### src/rtl/alu_serial.sv
// alu_serial: byte-serial 8-bit-style ALU widened to WIDTH bits.
// An operation is latched on start, then processed one byte per clock,
// least-significant byte first, with the carry chained between bytes.
// The result and flags are registered on the last byte and held until
// the next operation completes.
//
// Ports:
//   clk    - clock, rising-edge active
//   reset  - asynchronous active-high reset
//   start  - begin an operation (ignored while busy)
//   func   - 0 ADD, 1 ADC, 2 SUB, 3 SBC, 4 AND, 5 XOR, 6 OR, 7 CP, 8 ADDW, 9-15 illegal
//   x, y   - operands
//   f_in   - incoming flags {S,Z,-,H,-,V,N,C} at bits 7,6,4,2,1,0
//   busy   - operation in progress
//   done   - one-cycle pulse when out/f are updated
//   out    - registered result
//   f      - registered result flags, same bit map as f_in
module alu_serial #(
    parameter int unsigned WIDTH = 16
) (
    input  logic             clk,
    input  logic             reset,
    input  logic             start,
    input  logic [3:0]       func,
    input  logic [WIDTH-1:0] x,
    input  logic [WIDTH-1:0] y,
    input  logic [7:0]       f_in,
    output logic             busy,
    output logic             done,
    output logic [WIDTH-1:0] out,
    output logic [7:0]       f
);

    localparam int unsigned NBytes = WIDTH / 8;

    localparam logic [3:0] FnAdd  = 4'd0;
    localparam logic [3:0] FnAdc  = 4'd1;
    localparam logic [3:0] FnSub  = 4'd2;
    localparam logic [3:0] FnSbc  = 4'd3;
    localparam logic [3:0] FnAnd  = 4'd4;
    localparam logic [3:0] FnXor  = 4'd5;
    localparam logic [3:0] FnOr   = 4'd6;
    localparam logic [3:0] FnCp   = 4'd7;
    localparam logic [3:0] FnAddw = 4'd8;

    typedef enum logic [0:0] {StIdle, StRun} state_e;

    state_e           state_q;
    logic [WIDTH-1:0] x_q;
    logic [WIDTH-1:0] y_q;
    logic [WIDTH-1:0] res_q;
    logic [3:0]       func_q;
    logic [7:0]       fin_q;
    logic             carry_q;
    logic [1:0]       idx_q;

    logic             init_carry;
    logic             is_sub;
    logic [7:0]       x_byte;
    logic [7:0]       y_byte;
    logic [8:0]       sum9;
    logic             c4;
    logic             c7;
    logic             c8;
    logic [7:0]       byte_res;
    logic [WIDTH-1:0] res_full;
    logic [WIDTH-1:0] x_rot;
    logic             last_byte;
    logic [WIDTH-1:0] out_d;
    logic [7:0]       f_d;

    // Carry seeded into byte 0, derived from the not-yet-latched inputs.
    always_comb begin
        init_carry = 1'b0;
        case (func)
            FnAdc:        init_carry = f_in[0];
            FnSub, FnCp:  init_carry = 1'b1;
            FnSbc:        init_carry = ~f_in[0];
            default:      init_carry = 1'b0;
        endcase
    end

    // One byte step of the datapath.
    always_comb begin
        is_sub = (func_q == FnSub) || (func_q == FnSbc) || (func_q == FnCp);
        x_byte = x_q[7:0];
        y_byte = is_sub ? ~y_q[7:0] : y_q[7:0];
        sum9   = {1'b0, x_byte} + {1'b0, y_byte} + {8'd0, carry_q};
        // Carries into bit 4 and bit 7 recovered from sum and operand bits.
        c4     = sum9[4] ^ x_byte[4] ^ y_byte[4];
        c7     = sum9[7] ^ x_byte[7] ^ y_byte[7];
        c8     = sum9[8];

        byte_res = sum9[7:0];
        case (func_q)
            FnAnd:   byte_res = x_q[7:0] & y_q[7:0];
            FnXor:   byte_res = x_q[7:0] ^ y_q[7:0];
            FnOr:    byte_res = x_q[7:0] | y_q[7:0];
            default: byte_res = sum9[7:0];
        endcase

        // New byte enters at the top; after NBytes steps res_full is the full word.
        res_full  = WIDTH'({byte_res, res_q} >> 8);
        // x is rotated rather than shifted so the original operand is back in
        // place on the last step (needed by CP and illegal funcs).
        x_rot     = WIDTH'({x_q[7:0], x_q} >> 8);
        last_byte = (idx_q == 2'(NBytes - 1));
    end

    // Final result and flags; only meaningful on the last byte step. The top
    // byte's bit-3 and bit-7 carries are the word's H and V sources.
    always_comb begin
        out_d = res_full;
        f_d   = 8'h00;
        case (func_q)
            FnAdd, FnAdc, FnSub, FnSbc, FnCp, FnAddw: begin
                f_d[7] = res_full[WIDTH-1];
                f_d[6] = (res_full == '0);
                f_d[4] = c4;
                f_d[2] = c7 ^ c8;
                f_d[1] = is_sub;
                f_d[0] = c8;
                if (func_q == FnCp) begin
                    out_d = x_rot;
                end
                if (func_q == FnAddw) begin
                    f_d[7] = fin_q[7];
                    f_d[6] = fin_q[6];
                    f_d[2] = fin_q[2];
                end
            end
            FnAnd, FnXor, FnOr: begin
                f_d[7] = res_full[WIDTH-1];
                f_d[6] = (res_full == '0);
                f_d[4] = 1'b1;
                f_d[2] = ^res_full;
            end
            default: begin
                out_d = x_rot;
                f_d   = fin_q;
            end
        endcase
        if (func_q <= FnAddw) begin
            f_d[5] = out_d[WIDTH-3];
            f_d[3] = out_d[WIDTH-5];
        end
    end

    always_ff @(posedge clk or posedge reset) begin
        if (reset) begin
            state_q <= StIdle;
            x_q     <= '0;
            y_q     <= '0;
            res_q   <= '0;
            func_q  <= 4'd0;
            fin_q   <= 8'h00;
            carry_q <= 1'b0;
            idx_q   <= 2'd0;
            busy    <= 1'b0;
            done    <= 1'b0;
            out     <= '0;
            f       <= 8'h00;
        end else begin
            done <= 1'b0;
            case (state_q)
                StIdle: begin
                    if (start) begin
                        x_q     <= x;
                        y_q     <= y;
                        res_q   <= '0;
                        func_q  <= func;
                        fin_q   <= f_in;
                        carry_q <= init_carry;
                        idx_q   <= 2'd0;
                        busy    <= 1'b1;
                        state_q <= StRun;
                    end
                end
                StRun: begin
                    x_q     <= x_rot;
                    y_q     <= y_q >> 8;
                    res_q   <= res_full;
                    carry_q <= c8;
                    idx_q   <= idx_q + 2'd1;
                    if (last_byte) begin
                        out     <= out_d;
                        f       <= f_d;
                        done    <= 1'b1;
                        busy    <= 1'b0;
                        state_q <= StIdle;
                    end
                end
                default: state_q <= StIdle;
            endcase
        end
    end

endmodule
### config.mk
export PLATFORM = sky130hd
export DESIGN_NAME = alu_serial
export DESIGN_NICKNAME = d
export VERILOG_FILES = /design/src/rtl/alu_serial.sv
export SDC_FILE = /design/constraint.sdc
export NUM_CORES = 1
export LEC_CHECK = 0
export ABC_AREA = 1
export CELL_PAD_IN_SITES_DETAIL_PLACEMENT = 0
export CELL_PAD_IN_SITES_GLOBAL_PLACEMENT = 1
export CORE_UTILIZATION = 37
export DETAILED_ROUTE_END_ITERATION = 8
export PLACE_DENSITY = 0.74
export SLEW_MARGIN = 20
export SYNTH_ARGS = -nofsm -noshare
export SYNTH_HDL_FRONTEND = slang
export SYNTH_SLANG_ARGS = --single-unit
### constraint.sdc
create_clock -name clk -period 3.3 [get_ports clk]
set_input_delay 0.99 -clock clk [delete_from_list [all_inputs] [get_ports clk]]
set_output_delay 0.99 -clock clk [all_outputs]
set_load 0.05 [all_outputs]
==> results of run 1 <==
-- metrics by stage --
step	cell area, µm²	cells	util, %	setup slack (ns)	hold slack, ns
3_3_place_gp	5930	841	47.0	-0.0441	0.462
3_5_place_dp	5930	841	47.0	-0.174	0.466
5_1_grt	6410	862	50.8	-0.0905	0.497
4_1_cts	6320	859	50.1	0.00917	0.483
2_1_floorplan	4790	579	-	0.00878	0.444
6_report	6410	862	50.8	0.0503	0.476
-- synth_stat cells (2+ instances only) --
master	count	area share, %
nor2_1	41	3.2
a21oi_1	29	3.0
nand3b_1	2	0.31
xnor2_1	4	0.73
clkbuf_1	14	1.1
clkinv_1	3	0.24
nor3_1	2	0.21
o221ai_1	24	4.4
o211ai_1	6	0.94
xor2_1	11	2.0
nand2_4	3	0.71
nand3_1	20	2.1
ha_1	31	8.1
o22a_1	2	0.37
a221oi_1	2	0.37
o22ai_1	11	1.4
dfrtp_1	82	43
a31oi_1	4	0.52
nand4_1	3	0.39
inv_1	81	6.4
nor2_4	2	0.47
a41oi_1	2	0.37
nand2_1	132	10
or2_2	3	0.39
o21a_1	3	0.47
nand2_2	4	0.52
fa_1	2	0.84
inv_2	6	0.47
o21ai_0	36	3.8
-- placed cells by master (no fill, tap or decap), types with 8 or more instances in the layout --
master,synthesis,routed
o221ai_1,24,24
buf_4,0,37
nand2_1,132,128
clkbuf_16,0,9
nor2_1,41,40
o22ai_1,11,11
nand2_2,4,8
inv_2,6,8
dfrtp_1,82,82
inv_1,81,78
a21oi_1,29,28
o21ai_0,36,35
ha_1,31,29
clkdlybuf4s50_1,0,72
nand3_1,20,20
-- worst min-delay path: stages, from the launching register on --
cell     delay [ns]
dfrtp_1        0.34
nand2_1        0.05
nand2_1        0.05
-- worst min-delay path by stage --
stage | start | to | slack, ns | depth (start not counted)
after global placement | f[5] | f[5] | 0.46 | 2
after floorplan | fin_q[3] | fin_q[3] | 0.44 | 2
after CTS | fin_q[1] | fin_q[1] | 0.48 | 2
final | f[5] | f[5] | 0.48 | 2
after detailed placement | fin_q[1] | fin_q[1] | 0.47 | 2
after global routing | fin_q[1] | fin_q[1] | 0.50 | 2
-- per-layer routing --
layer | part of all wire, % | wire length (µm) | vias up
met5 | 0 | 0 | -
li1 | - | - | 2117
met2 | 47 | 6170 | 72
met4 | 1.9 | 251 | 0
met3 | 2.5 | 328 | 14
met1 | 48 | 6290 | 1991
-- cells by family after synthesis --
| kind of cell | after synthesis | share of synthesized area (%) |
|---|---|---|
| and+or+nand+nor | 217 | 20.0 |
| AOI/OAI and AO/OA | 123 | 16.3 |
| buffers and inverters | 108 | 8.71 |
| DFF | 82 | 42.9 |
| adders and majority gates | 33 | 8.95 |
| xor gates and xnor gates | 16 | 3.09 |
-- timing repair --
item | CTS | global route
cloned | 0 | 0
endpoints found under the setup margin | 1 | 1
setup buffers | 2 | 3
gates resized for setup | 16 | 11
pin swaps | 10 | 9
hold buffers | 0 | 0
endpoints found under the hold margin | 0 | 0
-- area by class of cell --
| cell class | instances | area (µm²) | share of cell area [%] |
|---|---|---|---|
| tap | 172 | 215 | 3.35 |
| clock inverter | 7 | 77.6 | 1.21 |
| clock buffer | 9 | 225 | 3.51 |
| timing repair buffer | 112 | 1040 | 16.2 |
| multi-input combinational | 389 | 2460 | 38.3 |
| sequential | 82 | 2050 | 32.0 |
| inverter | 91 | 345 | 5.38 |
-- state kept, by name, indices dropped and copies added, names as in the netlist --
name / flops
state_q: 1
func_q: 4
out: 16
x_q: 16
fin_q: 8
f: 8
busy: 1
done: 1
idx_q: 2
y_q: 16
carry_q: 1
res_q: 8
==> metrics.txt, run 1 <==
global-route layer with the greatest usage=met2; num rows=41; Reg clk slew, reported paths=0.06 ns; Avg Cell Area, Syn=8.26 µm²; Net count, final=between 700 and 800; largest net degree at the start of global routing=50; synthesized flop and latch total=82; Core Area=about 0.013 mm²; wire per inst=15.1 µm; Sum Neg Setup Slack=0 ns; synthesized instance count=579; Die Ht=116 µm; Vias=roughly 4200; Synth cell types=43; clock tree buffer depth=2; Startpoint Class=register; Worst R2R Setup Slack=0.05 ns; Clock Root Buffer=clkbuf_16; CP max stage cell=dfrtp_1; worst skew pair latency=roughly 0.35 ns; worst endpoint required time=roughly 3.5 ns; die area=0.0134 mm²; Arrival @ worst endpoint=~3.5 ns; Final Hold Fails=0; Remaining DRCs=0; Crit. End Element=register; Reg-to-Reg End=f[2]; initial core utilization=37.9%; Fill cells=1259; sequential area share after synthesis=42.9%; mapped cell area=approximately 0.0048 mm²; initial antenna violation count=0; RSZ-0062 raised after global routing=true; fin crit period=3.25 ns; post-DP HPWL=9850 µm; final slew viol count=0; fin crit share=a little over nine tenths; Antenna Nets Post-Route=0; routability cong.=0.927; Critical Path Start=func_q[3]; CTS buffer count=9; grt total ovfl=0; CP endpoint=f[2]; clk_skew=0.00770 ns; HP Class=reg2reg; Synth async-reset ratio=100%; Tot GR Track Use=20.9%; Port Buffers=72; final setup fails=0; Synthesis Warnings=0; Critical Path Fanout Max=4; ant diodes=0; vias in the first global route=approximately 4100; predominant post-synthesis flop cell=dfrtp_1; IO Pins=73; met3 Use GR=2.41%; Crit path largest cell delay=0.40 ns; stages on the worst setup path=20; share of layout cells above drive strength 1=15.1%; CTS tree=built; WL final=roughly 13000 µm; Synth Net Count=659; WP buf/inv=2; number of synthesized flops with an enable pin=0; Crit path max-delay family=adder cells; DR vias/cell=around 5; status=finished clean; fmax=a little over 300 MHz; Area growth syn-to-layout=34.1%; Chip Width=116 µm; first-pass iteration count of the detailed router=4; DR iter-0 viols=225; kind of critical path=reg2reg; worst relative slew slack=57.8%; cells on worst reg2reg path=20; max_cap viols=0; worst-margin pin slew=0.632 ns; met2 Track Usage GR=between 30% and 40%; CP cell instances=buf_6 -> nor2_4 -> nand2_4 -> nand2_8 -> xor2_2 -> fa_2 -> fa_2 -> nand2_2 -> nand2_1 -> nand2_2 -> xor2_2 -> o21a_1 -> ha_4 -> xnor2_4 -> xor2_2 -> nand3_1 -> nand3_1 -> nand3_1 -> nand2_1 -> inv_1; CTS Sinks=82; GR Util met1=28.4%; H-tree level count=3; Reg-to-Reg Start=func_q[3]; first-pass GRT wire length=21000 µm
Power of run 1 is left out: the tool's default activity adds up to more than one toggle a clock period on the data nets, which glitch-free logic cannot reach.
==> run 2: changes to the inputs <==
--- a/config.mk
+++ b/config.mk
@@ -11,6 +11,7 @@
 export CORE_UTILIZATION = 37
 export DETAILED_ROUTE_END_ITERATION = 8
 export PLACE_DENSITY = 0.74
+export SKIP_CTS_REPAIR_TIMING = 1
 export SLEW_MARGIN = 20
 export SYNTH_ARGS = -nofsm -noshare
 export SYNTH_HDL_FRONTEND = slang
==> metrics.txt, run 2 (synthesis results as in run 1) <==
Tot GR Track Use=20.6% (-0.26 points); vias in the first global route=4037 (-0.84%); H-tree level count=3 (unchanged); Top Registers=out (16), x_q (16), y_q (16); largest net degree at the start of global routing=50 (unchanged); most common cell after layout, fill and taps aside=nand2_1; multi-input gate area in the final layout=0.00245 mm² (-0.41%); Core Area=0.0126 mm² (unchanged); ant diodes=0 (unchanged); global-route layer with the greatest usage=met2; final setup fails=1 (+1); fmax=300 MHz (-2.6%); die area=0.0134 mm² (unchanged); Port Buffers=72 (unchanged); Chip Width=116 µm (unchanged); grt total ovfl=0 (unchanged); Area growth syn-to-layout=33.7%; Vias=4197 (+0.072%); max_cap viols=0 (unchanged); commonest cells after routing, fill and taps aside=nand2_1 (128), dfrtp_1 (82), inv_1 (77); num rows=41 (unchanged); worst skew pair latency=0.35 ns (about the same); CTS buffer count=9 (unchanged); sequential cell area=0.00205 mm² (unchanged); HP Class=reg2reg; routability cong.=0.927 (unchanged); Critical Path Fanout Max=4 (unchanged); Arrival @ worst endpoint=3.58 ns (+0.09 ns); kind of critical path=reg2reg; Post-Layout Cell Count=861 (-0.12%); final slew viol count=0 (unchanged); Reg clk slew, reported paths=0.06 ns (about the same); first-pass GRT wire length=20800 µm (-1.1%); GR Util met1=28.2% (-0.23 points); IO Pins=73 (unchanged); worst relative slew slack=57.9% (about the same); fin crit period=3.34 ns (+0.0879 ns); status=finished, violations left; wire per inst=15.1 µm (-0.49%); Worst Slack Setup Final=-0.0376 ns (-0.0879 ns); worst slack on hold paths=0.476 ns (-0.000162 ns); WL final=13000 µm (-0.61%); failing checks=setup timing; Final Hold Fails=0 (unchanged); share of layout cells above drive strength 1=14.9% (-0.12 points); DR vias/cell=4.87 (+0.19%); CTS Sinks=82 (unchanged); first-pass iteration count of the detailed router=4 (unchanged); Crit. End Element=register; worst endpoint required time=3.54 ns (about the same); clk_skew=0.00817 ns (+0.000474 ns); placed cells=841 (unchanged); Net count, final=764 (-0.13%); fin crit share=101% (+2.7 points); initial core utilization=37.9% (unchanged); RSZ-0062 raised after global routing=true; DR iter-0 viols=189 (-16%); clock tree buffer depth=2 (unchanged); worst-margin pin slew=0.631 ns (-0.000311 ns); Remaining DRCs=0 (unchanged); met2 Track Usage GR=33.6% (-0.68 points); Fill cells=1260 (+0.079%); post-DP HPWL=9850 µm (unchanged); CTS tree=built; initial antenna violation count=0 (unchanged); Startpoint Class=register; Clock Root Buffer=clkbuf_16; Antenna Nets Post-Route=0 (unchanged); met3 Use GR=2.62% (+0.21 points); Die Ht=116 µm (unchanged)
## run 2: changes by cell type in the layout (fill, tap and decap cells not counted), sizes merged
cell / previous run / this run
buf: 40 / 39
## run 2: metrics by stage
step / TNS [ns] / setup slack (ns) / util (%) / area (µm²)
2_1_floorplan: 0 / 0.00878 / - / 4790
3_3_place_gp: -0.0441 / -0.0441 / 47.0 / 5930
3_5_place_dp: -0.174 / -0.174 / 47.0 / 5930
4_1_cts: -0.185 / -0.185 / 49.4 / 6230
5_1_grt: -0.174 / -0.174 / 50.7 / 6390
6_report: -0.0376 / -0.0376 / 50.7 / 6390
## run 2: area by class of cell
cell class	count	share of cell area [%]
multi-input combinational	389	38.3
sequential	82	32.1
timing repair buffer	111	16.1
inverter	91	5.40
clock buffer	9	3.52
tap	172	3.37
clock inverter	7	1.21
## run 2: worst paths after layout
kind	startpoint	endpoint	slack [ns]	cells past startpoint
max in group asynchronous	reset	carry_q	1.62	3
worst max register to register	func_q[3]	f[2]	-0.04	20
worst max-delay path	func_q[3]	f[2]	-0.04	20
worst min register to register	f[5]	f[5]	0.48	2
worst min-delay path	f[5]	f[5]	0.48	2
min in group asynchronous	reset	out[6]	1.02	2
## run 2: critical path, cell delays in order, from the launching register on
cell and delay (ns):
dfrtp_1 0.40, buf_6 0.13, nor2_4 0.11, nand2_4 0.08, nand2_8 0.10, xor2_4 0.07
fa_2 0.40, fa_2 0.38, nand2_2 0.08, nand2_2 0.07, nand2_2 0.10, xor2_2 0.16
o21a_1 0.22, ha_4 0.23, xnor2_2 0.15, xor2_1 0.23, nand3_1 0.10, nand3_1 0.08
nand3_1 0.07, nand2_1 0.06, inv_1 0.03
## run 2: routing by layer
metal / routed length (µm) / vias up
li1: - / 2120
met1: 6160 / 1988
met2: 6200 / 79
met3: 420 / 10
met4: 183 / 0
met5: 0 / -
Power of run 2 is left out for the same reason.
==> run 3: changes to the inputs <==
--- a/config.mk
+++ b/config.mk
@@ -8,6 +8,7 @@
 export ABC_AREA = 1
 export CELL_PAD_IN_SITES_DETAIL_PLACEMENT = 0
 export CELL_PAD_IN_SITES_GLOBAL_PLACEMENT = 1
+export CORE_MARGIN = 8
 export CORE_UTILIZATION = 37
 export DETAILED_ROUTE_END_ITERATION = 8
 export PLACE_DENSITY = 0.74
==> metrics.txt, run 3 (synthesis results as in run 1) <==
Critical Path Fanout Max=4 (unchanged); max_cap viols=0 (unchanged); Worst R2R Setup Slack=0.07 ns (+0.11 ns); post-DP HPWL=10400 µm (+5.2%); Arrival @ worst endpoint=3.46 ns (-0.12 ns); CTS Sinks=82 (unchanged); first-pass GRT wire length=21200 µm (+2.1%); num rows=41 (unchanged); Clock Root Buffer=clkbuf_16; vias in the first global route=4145 (+2.7%); Fill cells=1247 (-1.0%); Vias=4180 (-0.41%); worst relative slew slack=64.9% (+7.1 points); Tot GR Track Use=16.1% (-4.5 points); Core Area=0.0126 mm² (unchanged); Area growth syn-to-layout=32.3%; Remaining DRCs=0 (unchanged); Net count, final=766 (+0.26%); worst slack on hold paths=0.473 ns (-0.00300 ns); worst endpoint required time=3.53 ns (about the same); initial antenna violation count=0 (unchanged); final instance area=0.00633 mm² (-1.0%); WL final=13100 µm (+0.80%); Port Buffers=72 (unchanged); CTS tree=built; Crit. End Element=register; CTS buffer count=9 (unchanged); worst-margin pin slew=0.526 ns (-0.105 ns); initial core utilization=37.9% (unchanged); Top Registers=out (16), x_q (16), y_q (16); Reg clk slew, reported paths=0.05 ns (about the same); final setup fails=0 (-1); HP Class=reg2reg; ant diodes=0 (unchanged); final slew viol count=0 (unchanged); Cell Area, Placed=0.00595 mm² (+0.34%); Antenna Nets Post-Route=0 (unchanged); Final Hold Fails=0 (unchanged); DR iter-0 viols=227 (+20%); IO Pins=73 (unchanged); RSZ-0062 raised after global routing=true; clk_skew=0.00472 ns (-0.00346 ns); share of layout cells above drive strength 1=14.1% (-0.83 points); most common cell after layout, fill and taps aside=nand2_1; clock tree buffer depth=2 (unchanged); Die Ht=130 µm (+12%); kind of critical path=reg2reg; routability cong.=0.863 (-6.9%); grt total ovfl=0 (unchanged); DR vias/cell=4.87 (-0.17%); fin crit share=97.9% (-3.3 points); first-pass iteration count of the detailed router=4 (unchanged); largest net degree at the start of global routing=43 (-14%); die area=0.0168 mm² (+26%); fin util=50.1% (-0.53 points); H-tree level count=3 (unchanged); fmax=310 MHz (+3.3%); commonest cells after routing, fill and taps aside=nand2_1 (128), dfrtp_1 (82), inv_1 (78); status=finished clean; fin crit period=3.23 ns (-0.108 ns); Chip Width=130 µm (+12%); wire per inst=15.2 µm (+1.0%); worst skew pair latency=0.34 ns (about the same); Startpoint Class=register
## run 3: cell count changes in the layout (fill, tap and decap cells not counted), moves of 2 or more
| cell | previous run | this run |
|---|---|---|
| xor2_1 | 7 | 9 |
| inv_6 | 2 | 0 |
| clkinvlp_4 | 4 | 0 |
| xor2_4 | 2 | 0 |
## run 3: worst paths after layout
kind	from	to	cells past startpoint
worst max-delay path	func_q[3]	f[2]	20
worst min-delay path	f[5]	f[5]	2
worst max register to register	func_q[3]	f[2]	20
worst min register to register	f[5]	f[5]	2
max in group asynchronous	reset	func_q[3]	3
min in group asynchronous	reset	out[6]	2
## run 3: stage by stage
stage                     instances  setup TNS, ns  worst slack, ns
final                           859              0           0.0700
after global routing            859         -0.138           -0.138
after CTS                       854         -0.154           -0.154
after detailed placement        842         -0.145           -0.145
after global placement          842        -0.0448          -0.0448
after floorplan                 579              0          0.00878
## run 3: layout make-up
type	instances	area [µm²]	share of cell area [%]
Inverter	91	345	5.46
Multi-Input combinational cell	389	2410	38.1
Sequential cell	82	2050	32.4
Clock inverter	1	5.00	0.0791
Clock buffer	11	243	3.84
Tap cell	172	215	3.40
Timing Repair Buffer	113	1060	16.7
## run 3: critical path: stages, from the launching register on
cell and delay [ns]:
dfrtp_1 0.40, buf_6 0.13, nor2_4 0.10, nand2_4 0.08
nand2_8 0.09, xor2_2 0.07, fa_2 0.39, fa_2 0.40
nand2_2 0.09, nand2_2 0.06, nand2_2 0.09, xor2_2 0.15
o21a_1 0.20, ha_4 0.22, xnor2_2 0.13, xor2_1 0.20
nand3_1 0.09, nand3_1 0.08, nand3_1 0.06, nand2_1 0.06
inv_1 0.03
## run 3: metal layers
layer | share of wire, % | global-route usage (%) | up-vias | wire, µm
met1 | 47 | 21.7 | 1960 | 6120
met4 | 1.5 | 5.60 | 0 | 190
met2 | 47 | 25.7 | 89 | 6120
met3 | 4.8 | 2.69 | 12 | 630
met5 | 0 | 0 | - | 0
li1 | - | - | 2119 | -
Power of run 3 is left out for the same reason.
